### src/rtl/fp_normalize_round_if.sv
// Handshake bundle between the sign-magnitude stage, the normalise/round
// stage and the downstream consumer.
interface fp_normalize_round_if;
  logic        in_valid;
  logic        in_ready;
  logic        sign;
  logic [11:0] sign_mag;
  logic        out_valid;
  logic        out_ready;
  logic        fp_sign;
  logic [2:0]  fp_exp;
  logic [3:0]  fp_sig;

  // Driver side: the upstream producer and the downstream consumer
  modport master (
    output in_valid, sign, sign_mag, out_ready,
    input  in_ready, out_valid, fp_sign, fp_exp, fp_sig
  );

  // The normalise/round block itself
  modport slave (
    input  in_valid, sign, sign_mag, out_ready,
    output in_ready, out_valid, fp_sign, fp_exp, fp_sig
  );
endinterface

### src/rtl/fp_normalize_round.sv
// Normalise and round a 12-bit sign-magnitude value into 1/3/4 floating point.
// The normaliser shifts one bit per cycle until the leading one reaches bit 10
// or the exponent reaches zero; a rounding step then produces the significand.
// Build option: define FP_ROUND_EN for round-half-up with exponent carry and
// saturation; leave it undefined for plain truncation (same latency).
module fp_normalize_round (
  input  logic                  clk,
  input  logic                  rst_n,
  fp_normalize_round_if.slave   bus
);

  typedef enum logic [1:0] {IDLE, SHIFT, ROUND, DONE} state_t;

  state_t      state_q;
  logic [10:0] w_q;
  logic [2:0]  e_q;
  logic        s_q;
  logic        in_ready_q;
  logic        out_valid_q;
  logic        fp_sign_q;
  logic [2:0]  fp_exp_q;
  logic [3:0]  fp_sig_q;

  logic [3:0]  sig_d;
  logic [2:0]  exp_d;

  // Upstream guarantees bit 11 is zero; it carries no information.
  logic unused_mag_msb;
  assign unused_mag_msb = bus.sign_mag[11];

  // Rounding result from the normalised window: sig = w[10:7], round bit w[6]
  always_comb begin
    sig_d = w_q[10:7];
    exp_d = e_q;
`ifdef FP_ROUND_EN
    if (w_q[6]) begin
      if (w_q[10:7] != 4'b1111) begin
        sig_d = w_q[10:7] + 4'd1;
      end else if (e_q != 3'd7) begin
        sig_d = 4'b1000;
        exp_d = e_q + 3'd1;
      end else begin
        sig_d = 4'b1111;
        exp_d = 3'd7;
      end
    end
`endif
  end

  // Control FSM with registered handshake and result outputs
  always_ff @(posedge clk or negedge rst_n) begin
    if (!rst_n) begin
      state_q     <= IDLE;
      w_q         <= '0;
      e_q         <= '0;
      s_q         <= 1'b0;
      in_ready_q  <= 1'b1;
      out_valid_q <= 1'b0;
      fp_sign_q   <= 1'b0;
      fp_exp_q    <= '0;
      fp_sig_q    <= '0;
    end else begin
      unique case (state_q)
        IDLE: begin
          if (bus.in_valid && in_ready_q) begin
            w_q        <= bus.sign_mag[10:0];
            e_q        <= 3'd7;
            s_q        <= bus.sign;
            in_ready_q <= 1'b0;
            state_q    <= SHIFT;
          end
        end
        SHIFT: begin
          if (!w_q[10] && (e_q != 3'd0)) begin
            w_q <= {w_q[9:0], 1'b0};
            e_q <= e_q - 3'd1;
          end else begin
            state_q <= ROUND;
          end
        end
        ROUND: begin
          fp_sig_q    <= sig_d;
          fp_exp_q    <= exp_d;
          fp_sign_q   <= s_q;
          out_valid_q <= 1'b1;
          state_q     <= DONE;
        end
        DONE: begin
          if (out_valid_q && bus.out_ready) begin
            out_valid_q <= 1'b0;
            in_ready_q  <= 1'b1;
            state_q     <= IDLE;
          end
        end
        default: state_q <= IDLE;
      endcase
    end
  end

  assign bus.in_ready  = in_ready_q;
  assign bus.out_valid = out_valid_q;
  assign bus.fp_sign   = fp_sign_q;
  assign bus.fp_exp    = fp_exp_q;
  assign bus.fp_sig    = fp_sig_q;

endmodule
### src/flat_wrapper.sv
// flat-port wrapper written by rule: the top's interface ports become plain ports
module fp_normalize_round_flat 
  (clk, rst_n, bus_in_valid, bus_sign, bus_sign_mag, bus_out_ready, bus_in_ready, bus_out_valid, bus_fp_sign, bus_fp_exp, bus_fp_sig);
  fp_normalize_round_if bus_i ();
  input  logic clk;
  input  logic rst_n;
  input wire logic [$bits(bus_i.in_valid)-1:0] bus_in_valid;
  input wire logic [$bits(bus_i.sign)-1:0] bus_sign;
  input wire logic [$bits(bus_i.sign_mag)-1:0] bus_sign_mag;
  input wire logic [$bits(bus_i.out_ready)-1:0] bus_out_ready;
  output wire logic [$bits(bus_i.in_ready)-1:0] bus_in_ready;
  output wire logic [$bits(bus_i.out_valid)-1:0] bus_out_valid;
  output wire logic [$bits(bus_i.fp_sign)-1:0] bus_fp_sign;
  output wire logic [$bits(bus_i.fp_exp)-1:0] bus_fp_exp;
  output wire logic [$bits(bus_i.fp_sig)-1:0] bus_fp_sig;
  assign bus_i.in_valid = bus_in_valid;
  assign bus_i.sign = bus_sign;
  assign bus_i.sign_mag = bus_sign_mag;
  assign bus_i.out_ready = bus_out_ready;
  assign bus_in_ready = bus_i.in_ready;
  assign bus_out_valid = bus_i.out_valid;
  assign bus_fp_sign = bus_i.fp_sign;
  assign bus_fp_exp = bus_i.fp_exp;
  assign bus_fp_sig = bus_i.fp_sig;
  fp_normalize_round u_core (.clk(clk), .rst_n(rst_n), .bus(bus_i));
endmodule
### config.mk
export PLATFORM = sky130hd
export DESIGN_NAME = fp_normalize_round_flat
export DESIGN_NICKNAME = d
export VERILOG_FILES = /design/src/rtl/fp_normalize_round_if.sv /design/src/rtl/fp_normalize_round.sv /design/src/flat_wrapper.sv
export SDC_FILE = /design/constraint.sdc
export NUM_CORES = 1
export LEC_CHECK = 0
export ABC_AREA = 1
export BUFFER_PORTS_ARGS = -buffer_cell sky130_fd_sc_hd__buf_2
export CORE_MARGIN = 1.5
export CORE_UTILIZATION = 48
export DETAILED_ROUTE_END_ITERATION = 10
export PLACE_DENSITY = 0.76
export SYNTH_ARGS = -nofsm -noshare
export SYNTH_HDL_FRONTEND = slang
export SYNTH_SLANG_ARGS = --single-unit
### constraint.sdc
create_clock -name clk -period 1.3 [get_ports clk]
set_input_delay 0.065 -clock clk [delete_from_list [all_inputs] [get_ports clk]]
set_output_delay 0.065 -clock clk [all_outputs]
set_load 0.1 [all_outputs]
==> flow_summary.toml <==
[die]
io-pin-count = 27
start_util_pct = 50.3
fp.dieW_um = 56.5
die-area_um2 = 3200
core_area_um2 = 2730
rows = 19
die_y_um = 56.5

[critical_path]
worst_ep_arrival_time_ns = 1.64
cp-end-kind = "register"
slowest_stage = "dfrtp_1"
critical_path_class = "reg2reg"
cp_max_fo = 7
cp_cell_sequence = "inv_2 -> ha_4 -> ha_4 -> o21ai_4 -> nand3_4 -> nand2_1 -> nand2_1"
required_ns = 1.54
critPathTopFamily = "flip-flops"
cp-startpoint = "u_core.e_q[1]"
worst-path-buf-inv = 1
r2r-start = "u_core.e_q[1]"
crit_path_start_kind = "register"
slowest_delay_ns = 0.41

[power_and_ir_drop]
power_switching_w = 0.000300
power.density_nw_per_um2 = 662
switching_share_pct = 23.3
irDropWorstVdd_uv = 530
finalPower_w = 0.00129
intPower_w = 0.000986
leakagePower_nw = 1.06
p_comb_share_pct = 4.9
power_frac_seq_pct = 65.3
clockPowerShare_pct = 29.8

[clock_network]
cts_tree = "built"
clk_pin_slew_ns = 0.16
htree_num_levels = 1
cts_made_buffers = 3
cts_root_buf = "clkbuf_4"
clock-sinks = 27
clock_latency_ns = 0.33
clock_path_buffers = 2

[finish]
fillers = 200
final_common_cell = "nand2_1"
antenna_cells = 0
final_cell_area_um2 = 1940
layout_common_cells = "nand2_1 (84), buf_2 (24), dfrtp_1 (24), buf_4 (20), nand3_1 (16)"
area_growth_pct = 41.1
nets = 252
drive_above_1_share_pct = 37.0

[grt]
grt_max_degree = 28
antenna_found_initial = 0
grtUsageMet3_pct = 2.07
grt_util_met1_pct = 26.0
gr-total-overflow = 0
grt_pass1_wl_um = 5420
track_usage_pct = 21.2
busiest_layer = "met2"
grt_pass1_vias = 1312
grt_util_met2_pct = 38.5

[timing]
skew_ns = 0.00507
tns_ns = -1.27
fin_crit_ns = 1.40
drv_slew = 0
fin_crit_sh_pct = 108
setup_viol = 18
max_freq_mhz = 713
rsz0062_at_grt = "yes"
hold_viol = 0
worst_pin_slew_ns = 0.610
fin_ws_ns = -0.103
relSlewSlack_pct = 59.4

[yosys]
ys_ff_latch = 27
synth.distinct_cells = 16
avgSynthCellArea_um2 = 7.73
syn_inst = 178
synth_area_um2 = 1380
yosys_warnings = 0
synth_seq_area_share_pct = 49.2
synth_nets = 202

[route]
first_pass_iters = 4
viasPerCell = 5.28
drt-initial-drc-count = 56
ant_nets = 0
route.detailed.drc = 0
routedWlPerCell_um = 13.2
wirelength_um = 3390
vias = 1362

[run_status]
failed_checks = "negative setup slack"
outcome = "complete, but fails checks"

[min_path]
hp-class = "in2reg"
worstHoldStart = "bus_sign_mag[6]"

[placed_design]
dpl.hpwl_um = 2000
routabilityCongestion = 0.764
portBuffers = 25
placed_cell_area_um2 = 1650

[flow_run]
maxCapViolCount = 0
-- what timing repair did --
| action | in CTS | in global routing |
|---|---|---|
| setup endpoints to repair | 17 | 28 |
| gates cloned | 2 | 0 |
| hold buffers | 3 | 0 |
| buffers inserted | 8 | 0 |
| endpoints found under the hold margin | 28 | 0 |
| pin swaps | 11 | 9 |
| gates resized for setup | 20 | 20 |
-- through the flow --
step	cells	util [%]	hold WS, ns	setup slack, ns
final	258	71.0	0.0428	-0.103
after global routing	258	71.0	0.0459	-0.146
after CTS	258	68.1	0.0379	-0.0619
after detailed placement	241	60.3	0.109	-0.155
after global placement	241	60.3	0.0983	-0.103
after floorplan	178	-	-0.231	-0.0933
-- worst paths after layout --
path	to	slack (ns)	depth (start not counted)
worst max-delay path	u_core.e_q[2]	-0.10	7
min in group asynchronous	u_core.bus.fp_exp[0]	0.25	2
worst max register to register	u_core.e_q[2]	-0.10	7
worst min-delay path	u_core.w_q[6]	0.04	5
max in group asynchronous	u_core.state_q[0]	0.62	2
worst min register to register	u_core.bus.fp_sign	0.48	2
-- sequential cells by signal, summed over array words and instances, names as in the netlist --
register	flops
u_core.e_q	3
u_core.bus.in_ready	1
u_core.w_q	11
u_core.bus.fp_sign	1
u_core.bus.fp_sig	4
u_core.bus.out_valid	1
u_core.bus.fp_exp	3
u_core.s_q	1
u_core.state_q	2
-- power by group through the flow --
stage	registers, W	clock network, W	logic, W
after floorplan	0.000856	0	0.0000146
after global placement	0.000856	0	0.0000538
after detailed placement	0.000856	0	0.0000560
after CTS	0.000840	0.000391	0.0000630
after global routing	0.000840	0.000416	0.0000721
final	0.000840	0.000384	0.0000626
-- worst reg2reg max path, delay by kind of cell, from the launching register on --
family / cells / cell delay (ns)
adder cells (fa/ha/maj): 2 / 0.33
AO/OA/AOI/OAI: 1 / 0.21
AND/OR/NAND/NOR: 3 / 0.30
flip-flops: 1 / 0.41
buffers and inverters: 1 / 0.06
-- Yosys cell counts (all sizes together) --
cell type  count  area share [%]
dfrtp         26              47
o22ai          1            0.45
o21ai          5             1.8
nand2         94              26
nor2           3            0.82
nand3         19             7.3
buf            7             3.8
dfstp          1             1.9
or2            1            0.45
nand4          2            0.91
clkbuf         1            0.27
inv           11             3.0
ha             7             6.4
-- area by class of cell --
cell class / count / area (µm²) / share of cell area [%]
tap: 31 / 38.8 / 2.00
inverter: 11 / 41.3 / 2.13
sequential: 27 / 683 / 35.2
clock buffer: 3 / 22.5 / 1.16
multi-input combinational: 134 / 786 / 40.5
clock inverter: 1 / 7.51 / 0.387
timing repair buffer: 51 / 363 / 18.7
-- kinds of logic after synthesis --
| logic type | count (synthesis) | synth area share [%] |
|---|---|---|
| and+or+nand+nor | 119 | 35.1 |
| buffers and inverters | 19 | 7.09 |
| AOI/OAI and AO/OA | 6 | 2.27 |
| DFF | 27 | 49.2 |
| adders and majority gates | 7 | 6.36 |
-- routing by layer --
layer | vias up | share of wire [%]
met5 | - | 0
met4 | 0 | 1.7
met3 | 8 | 4.8
met2 | 45 | 53
met1 | 656 | 41
li1 | 653 | -
Power figures use the tool's default switching activity.
